## src/rtl/datapath.sv

```systemverilog
// datapath: Mini SRC bus datapath with register file, shared bus and NOT/multiply ALU (multiplier gated by DATAPATH_MUL_EN)
module datapath (
    input  logic        Clock,
    input  logic        clear,
    input  logic        PCout,
    input  logic        Zlowout,
    input  logic        Zhighout,
    input  logic        MDRout,
    input  logic        R2out,
    input  logic        R3out,
    input  logic        MARin,
    input  logic        Zin,
    input  logic        PCin,
    input  logic        MDRin,
    input  logic        IRin,
    input  logic        Yin,
    input  logic        LOin,
    input  logic        HIin,
    input  logic        IncPC,
    input  logic        Read,
    input  logic        MUL,
    input  logic        R1in,
    input  logic        R2in,
    input  logic        R3in,
    input  logic [31:0] Mdatain,
    output logic [31:0] BusMuxOut,
    output logic [31:0] R1_q,
    output logic [31:0] R2_q,
    output logic [31:0] R3_q,
    output logic [31:0] PC_q,
    output logic [31:0] IR_q,
    output logic [31:0] MAR_q,
    output logic [31:0] MDR_q,
    output logic [31:0] Y_q,
    output logic [31:0] HI_q,
    output logic [31:0] LO_q,
    output logic [63:0] Z_q
);
    logic [63:0] alu;
    // bus source select, highest priority first, idle bus reads 0
    always_comb begin
        BusMuxOut = Zhighout ? Z_q[63:32] :
                    Zlowout  ? Z_q[31:0]  :
                    MDRout   ? MDR_q      :
                    PCout    ? PC_q       :
                    R2out    ? R2_q       :
                    R3out    ? R3_q       : 32'h0;
    end
`ifdef DATAPATH_MUL_EN
    logic [63:0] prod;
    // operands sign-extended to 64 bits so the truncated product is the full signed result
    always_comb begin
        prod = $signed({{32{Y_q[31]}}, Y_q}) * $signed({{32{BusMuxOut[31]}}, BusMuxOut});
        alu  = MUL ? prod : {32'h0, ~BusMuxOut};
    end
`else
    // NOT-only ALU; MUL is folded into a constant-zero term so it stays connected
    always_comb begin
        alu = {{32{1'b0 & MUL}}, ~BusMuxOut};
    end
`endif
    // register file: all loads on the rising edge, async active-low clear
    always_ff @(posedge Clock or negedge clear) begin
        if (!clear) begin
            R1_q  <= '0;
            R2_q  <= '0;
            R3_q  <= '0;
            PC_q  <= '0;
            IR_q  <= '0;
            MAR_q <= '0;
            MDR_q <= '0;
            Y_q   <= '0;
            HI_q  <= '0;
            LO_q  <= '0;
            Z_q   <= '0;
        end else begin
            if (R1in)  R1_q  <= BusMuxOut;
            if (R2in)  R2_q  <= BusMuxOut;
            if (R3in)  R3_q  <= BusMuxOut;
            if (IRin)  IR_q  <= BusMuxOut;
            if (MARin) MAR_q <= BusMuxOut;
            if (Yin)   Y_q   <= BusMuxOut;
            if (HIin)  HI_q  <= BusMuxOut;
            if (LOin)  LO_q  <= BusMuxOut;
            if (Zin)   Z_q   <= alu;
            if (MDRin) MDR_q <= Read ? Mdatain : BusMuxOut;
            PC_q <= IncPC ? PC_q + 32'd1 : PCin ? BusMuxOut : PC_q;
        end
    end
endmodule

```

## config.mk

```make
export PLATFORM = sky130hd
export DESIGN_NAME = datapath
export DESIGN_NICKNAME = d
export VERILOG_FILES = /design/src/rtl/datapath.sv
export SDC_FILE = /design/constraint.sdc
export NUM_CORES = 1
export LEC_CHECK = 0
export CORE_MARGIN = 3
export CORE_UTILIZATION = 43
export CTS_BUF_LIST = sky130_fd_sc_hd__clkbuf_8
export CTS_CLUSTER_SIZE = 14
export DETAILED_ROUTE_END_ITERATION = 8
export PLACE_DENSITY = 0.74
export SLEW_MARGIN = 20
export SYNTH_ARGS = -nofsm -noshare
export SYNTH_HDL_FRONTEND = slang
export SYNTH_SLANG_ARGS = --single-unit
```

## constraint.sdc

```tcl
create_clock -name Clock -period 3.7 [get_ports Clock]
set_clock_uncertainty 0.2 [all_clocks]
set_input_delay 1.11 -clock Clock [delete_from_list [all_inputs] [get_ports Clock]]
set_output_delay 1.11 -clock Clock [all_outputs]
set_load 0.01 [all_outputs]
```

# Word level (Yosys, flattened, before mapping)
# Cells that the tools add are included.
word_totals:
  register_bits: 352
  in_bits: 54
  output_inout_bits: 416
op_classes:
  addsub: 1
  mux: 9
  bitwise: 1
  reduce_logical: 1
ops:
  columns: ["cell", "n"]
  rows:
  - ["$mux 32", 9]
  - ["$add 32x1->32 const B", 1]
  - ["$not 32->32", 1]
  - ["$reduce_bool 2->1", 1]

# Depth between registers and ports, before layout
# Gate-level depths: netlist of run 1.
logic_depth:
  ltp_word: 8
  depth_mapped: 8
  depth_no_buf: 6

# Least setup slack after synthesis of run 1
# OpenSTA, ideal clock, no wires.
synth_path:
  kind: "input to output"
  startpoint: "in R2out"
  endpoint: "out BusMuxOut[31]"
  t_arrival_ns: 2.380
  path_slack_ns: 0.010
  stages: 7
  path_buffers: 3
  path_cell_list: "clkbuf_1 nor2b_1 buf_2 a221oi_1 o22a_1 clkbuf_1 inv_1"
synth_via:
  elab_chain_cells: 5
synth_rtl:
  columns: ["element", "line_no", "source"]
  rows:
  - ["start, declared", "9", "input logic R2out,"]
  - ["$mux 32", "46", "R2out ? R2_q :"]
  - ["$mux 32", "45", "PCout ? PC_q :"]
  - ["$mux 32", "44", "MDRout ? MDR_q :"]
  - ["$mux 32", "43", "Zlowout ? Z_q[31:0] :"]
  - ["$mux 32", "42", "BusMuxOut = Zhighout ? Z_q[63:32] :"]
  - ["end, declared", "26", "output logic [31:0] BusMuxOut,"]
# Every way passes these cells.

# Worst setup path in the final report of run 1
layout_path:
  startpoint: "in R3out"
  endpoint: "out BusMuxOut[15]"
layout_via:
  elab_chain_cells: 6
layout_rtl:
  columns: ["element", "line_no", "source"]
  rows:
  - ["start, declared", "10", "input logic R3out,"]
  - ["$mux 32", "47", "R3out ? R3_q : 32'h0;"]
  - ["$mux 32", "46", null]
  - ["$mux 32", "45", null]
  - ["$mux 32", "44", null]
  - ["$mux 32", "43", null]
  - ["$mux 32", "42", null]
# Every way passes these cells.

==> run summary, run 1 <==
Nets@finish: 1758
Rel. slew slack: 0.375
P&R area growth vs syn: 44.8%
Grt met3 use: 0.0969
Initial antenna violation count: 3
Final period utilization: 1.00
Antenna-violating nets left: 0
N_diodes: 0
CP peak stage delay: 0.25 ns
Slew @ Worst Pin: 0.935 ns
Minimum clock period: 3.72 ns
R2R setup slack: 0.86 ns
Width of the die: 195 microns
Met2 Track Usage GR: 0.482
Status: finished, violations left
Clock Tree Root: clkbuf_8
Routability cong.: 0.835
GRT Util Overall: 0.298
Hold slack: 0.282 ns
Largest net degree at the start of global routing: 85
I/O Buffers: 436
Crit. End Element: output port
Die height: 195 microns
Total CTS buffers: 59
Wire per inst: 26.2 microns
Total clock sinks: 352
DRT Pass-1 Iters: 5
Fmax: 0.269 GHz
DRT iter0 DRCs: 851
Die ar.: 37900 sq um
CP arrival: 2.41 ns
Worst setup margin: -0.0179 ns
Crit-path slowest cell: o22ai_1
LEAKAGE: 9.74 nW
Top_reg_cell synth: dfrtp_1
Post-Syn Instances: 1219
Row count: 68
GR peak layer: met2
Setup WS pre-CTS: -0.806 ns
Yosys warns: 0
Synthesized area per cell: 12.5 sq um
Post-synthesis sequential element count: 352
CTS tree: done
Mapped Area: 15300 sq um
Hold/Removal Path Class: input port to asynchronous set/reset pin
Total Power: 11.9 mW
Setup Viol. Count Final: 1
Yosys cell types: 48
Hpwl dp: 38800 microns
Cell mode on critical path: buf_4
DRC: 0
Async SR Flop Fraction: 1.00
Final Hold Viols: 0
Initial Utilization: 0.440
Crit-path max FO: 8
EDFF count, synth: 0
Met1 usage: 0.381
Skew-Pair Late Insertion Delay: 0.66 ns
Failing checks: setup timing
Max VDD drop: 0.000430 V
First-pass GRT wire length: 86300 microns
Slew Viols, Final: 0
Crit-path cells: clkbuf_2, nor2b_4, buf_4, buf_12, buf_4, a221oi_2, o22ai_1, buf_2
Worst endpoint required time: 2.39 ns
Total grt overflow: 0
Clock H-tree levels: 2
CTS clk-pin slew, worst paths: 0.06 ns
Register area share after synthesis: 0.576
Core ar.: 34800 sq um
Post-Route WL: 57800 microns
Via Count: 12700
Io pins: 470
Vias in the first global route: 13200
DR vias/cell: 5.77
Final instance area: 22200 sq um
# Max-Cap Violations: 0
Cell area power density: 537 nW/um^2
Setup TNS: -0.0179 ns
WS Path Type: input port to output port
Area post-placement: 20500 sq um
Max Root-Sink Buffers: 3
Layout cells sized above 1: 0.317
CP Launch Type: input port
## placed cells by master, fill, tap and decap left out, types with 12 or more instances in the layout
| cell type | count |
|---|---|
| nand3_1 | 17 |
| mux2i_1 | 12 |
| o22ai_1 | 17 |
| o22ai_2 | 14 |
| nor3_1 | 14 |
| conb_1 | 32 |
| nand2_1 | 35 |
| and3_1 | 27 |
| a22oi_1 | 31 |
| buf_12 | 24 |
| a21oi_1 | 51 |
| inv_1 | 20 |
| clkbuf_8 | 76 |
| o221ai_1 | 31 |
| mux2_2 | 250 |
| clkdlybuf4s50_1 | 386 |
| buf_2 | 40 |
| o211ai_1 | 12 |
| a221oi_2 | 16 |
| dfrtp_1 | 352 |
| buf_4 | 87 |
| a221o_1 | 26 |
| nor2_1 | 71 |
## repair_timing
item | 4_1_cts | 5_1_grt
pin swaps | 17 | 11
gates resized for setup | 151 | 30
setup endpoints to repair | 32 | 38
hold buffers | 0 | 0
cloned | 2 | 1
setup buffers | 18 | 5
## worst paths after layout
kind	start	endpoint	cells after the start
max in group asynchronous	clear	R2_q[8]	2
worst min-delay path	clear	MAR_q[2]	1
min in group Clock	HI_q[25]	HI_q[25]	1
worst max-delay path	R3out	BusMuxOut[15]	8
worst max register to register	R2_q[15]	HI_q[15]	14
worst min register to register	HI_q[25]	HI_q[25]	1
## cell type report
class	instances	area, sq um
Inverter	7	26.3
Fill cell	2675	12600
Clock buffer	76	1050
Sequential cell	352	8810
Tap cell	455	569
Multi-Input combinational cell	733	6140
Clock inverter	31	198
Timing Repair Buffer	550	5370
## registers in the layout (all words and copies together), names as in the netlist
| signal | count |
|---|---|
| MDR_q | 32 |
| PC_q | 32 |
| R3_q | 32 |
| HI_q | 32 |
| LO_q | 32 |
| R1_q | 32 |
| Y_q | 32 |
| Z_q | 32 |
| IR_q | 32 |
| MAR_q | 32 |
| R2_q | 32 |
## synthesized netlist by cell type (all sizes together) (2+ instances only)
library cell | number | share of area
and4 | 4 | 0.0023
a21o | 4 | 0.0020
a311oi | 3 | 0.0017
and2 | 2 | 0.00082
nor2 | 74 | 0.018
buf | 75 | 0.029
inv | 7 | 0.0017
nand2 | 35 | 0.0086
nor3 | 15 | 0.0052
a21oi | 51 | 0.017
o221ai | 31 | 0.018
or3 | 2 | 0.00082
mux2 | 250 | 0.18
a221o | 26 | 0.017
nor4 | 4 | 0.0016
o211ai | 12 | 0.0059
o22ai | 31 | 0.013
nand3 | 17 | 0.0056
or4 | 3 | 0.0017
nand2b | 2 | 0.00082
a221oi | 31 | 0.018
nor2b | 4 | 0.0016
nand4 | 6 | 0.0034
clkbuf | 83 | 0.020
a22oi | 31 | 0.015
a211oi | 10 | 0.0049
o311ai | 4 | 0.0023
o21ai | 2 | 0.00065
dfrtp | 352 | 0.58
mux2i | 12 | 0.0079
and3 | 27 | 0.011
## metrics by stage
stage | util | instances
5_1_grt | 0.637 | 2204
3_3_place_gp | 0.589 | 2074
4_1_cts | 0.633 | 2200
2_1_floorplan | - | 1250
3_5_place_dp | 0.589 | 2074
6_report | 0.637 | 2204
## critical path: cells and delay by family
| family | cells | cell delay [ns] |
|---|---|---|
| buffers and inverters | 5 | 0.74 |
| AND/OR/NAND/NOR | 1 | 0.23 |
| AO/OA/AOI/OAI | 2 | 0.31 |
## cells by family (layout without fill, tap and decap cells)
kind of cell	count (synthesis)	in the layout	share of synthesized area
AO/OA/AOI/OAI	240	240	0.117
adder cells (fa/ha/maj)	1	1	0.000818
buffers and inverters	165	664	0.0514
flip-flops	352	352	0.576
multiplexers	262	262	0.192
other	1	32	0.000245
AND/OR/NAND/NOR	198	198	0.0633
## report_power, final
| part | switching [mW] | internal [mW] |
|---|---|---|
| Combinational | 1.49 | 1.79 |
| Sequential | 0.534 | 4.45 |
| Clock | 1.65 | 1.98 |
## routing by layer
| metal | vias to the layer above | share of wire |
|---|---|---|
| met5 | - | 0.00047 |
| met4 | 6 | 0.031 |
| met3 | 126 | 0.10 |
| met2 | 706 | 0.48 |
| met1 | 6461 | 0.39 |
| li1 | 5424 | - |
Power figures use the tool's default switching activity.
==> run 2, diff against run 1 <==
ABC_CLOCK_PERIOD_IN_PS = 3700   (was not set)
==> results of run 2 <==
The final DEF is identical to that of run 1; final timing and power are the same.
==> variant 1, RTL diff (config.mk and constraints of run 1) <==
Register the input `Read` before use, with the module's reset. The logic sees it one clock later. The other inputs are not delayed to match.
--- a/src/rtl/datapath.sv
+++ b/src/rtl/datapath.sv
@@ -36,6 +36,17 @@
     output logic [31:0] LO_q,
     output logic [63:0] Z_q
 );
+
+    logic Read_q;
+
+    always_ff @(posedge Clock or negedge clear) begin
+        if (!clear) begin
+            Read_q <= '0;
+        end else begin
+            Read_q <= Read;
+        end
+    end
+
     logic [63:0] alu;
     // bus source select, highest priority first, idle bus reads 0
     always_comb begin
@@ -83,7 +94,7 @@
             if (HIin)  HI_q  <= BusMuxOut;
             if (LOin)  LO_q  <= BusMuxOut;
             if (Zin)   Z_q   <= alu;
-            if (MDRin) MDR_q <= Read ? Mdatain : BusMuxOut;
+            if (MDRin) MDR_q <= Read_q ? Mdatain : BusMuxOut;
             PC_q <= IncPC ? PC_q + 32'd1 : PCin ? BusMuxOut : PC_q;
         end
     end
Formal check against the unedited RTL: not equivalent (a bounded check fails within 4 cycles, from zero or initial values).
==> variant 1 against run 1 <==
- the run still ends with negative setup slack left
- synthesized area grew 0.16%
- hold slack got worse by 0.043 ns
- wire length up 0.53%
- non-clock buffer count shrank 6
- clock power about the same
- worst setup slack gained 0.0046 ns
- power increased by 0.26%
- sequential cell count up 1
- cell area rose by 0.71%
==> variant 1: results (changes against run 1) <==
stage;metric;value;unit;change
sta;setup_ws;-0.0133;ns;was -0.0179 ns
status;violations;negative setup slack;;unchanged
status;outcome;finished with violations;;unchanged
sta;tightest_slew;0.921;ns;was 0.935 ns
final_layout;multiInputGateArea;6190;um^2;was 6140 um^2
pwr;leakagePower;9.78;nW;was 9.74 nW
placed_design;place_inst;2072;;was 2074
logic_synthesis;synth_compound_area_share;11.6;%;was 11.7%
final_layout;buf_share;24.3;%;was 24.2%
logic_synthesis;synthTopCellsByCount;353 x dfrtp_1, 250 x mux2_2, 82 x clkbuf_1, 73 x nor2_1, 51 x a21oi_1;;was 352 x dfrtp_1, 250 x mux2_2, 82 x clkbuf_1, 73 x nor2_1, 51 x a21oi_1
final_layout;drive_above_1_share;31.3;%;was 31.7%
grt;grt.total_usage;30.0;%;was 29.8%
pwr;power.switching;0.00365;W;was 0.00368 W
logic_synthesis;synthTopCellsByArea;dfrtp_1 58%, mux2_2 18%, clkbuf_1 2.0%;;unchanged
floorplan;die_width;195;um;about the same
clock_network;post_cts_buffers;15;;was 18
final_layout;nets;1754;;was 1758
placed_design;place_hpwl;38700;um;was 38800 um
pwr;power_density;535;nW/um^2;was 537 nW/um^2
route;drt_iter0_drc;773;;was 851
logic_synthesis;syn_area_per_cell;12.6;um^2;was 12.5 um^2
grt;antenna_found_initial;0;;was 3
final_layout;buffers;544;;was 550
sta;finalSetupViolCount;1;;unchanged
final_layout;seqCellArea;8830;um^2;was 8810 um^2
route;viasPerCell;5.82;;was 5.77
grt;grt_max_degree;69;;was 85
placed_design;dp_slack;-0.828;ns;was -0.806 ns
route;wirelength;58100;um;was 57800 um
sta;tns;-0.0133;ns;was -0.0179 ns
clock_network;cts.repair.resized;144;;was 151
clock_network;insertion_delay;0.63;ns;was 0.66 ns
-- variant 1: worst paths after layout --
| check | startpoint | to | slack (ns) | cells after the start |
|---|---|---|---|---|
| setup / recovery | MDRout | BusMuxOut[17] | -0.01 | 9 |
| hold / removal | clear | MAR_q[4]$_DFFE_PN0P_ | 0.24 | 1 |
| setup reg to reg | PC_q[11]$_DFFE_PN0P_ | PC_q[31]$_DFFE_PN0P_ | 1.38 | 5 |
| hold reg to reg | R1_q[2]$_DFFE_PN0P_ | R1_q[2]$_DFFE_PN0P_ | 0.30 | 1 |
| max in group asynchronous | clear | Y_q[15]$_DFFE_PN0P_ | 2.23 | 2 |
| min in group Clock | R1_q[2]$_DFFE_PN0P_ | R1_q[2]$_DFFE_PN0P_ | 0.30 | 1 |
-- variant 1: layer usage --
layer  global-route usage [%]  up-vias  routed length [um]
met5                        0        -                   0
met4                     11.0        0                1870
met3                     7.52      131                5170
met2                     49.1      683               28000
met1                     39.0     6567               23100
li1                         -     5425                   -
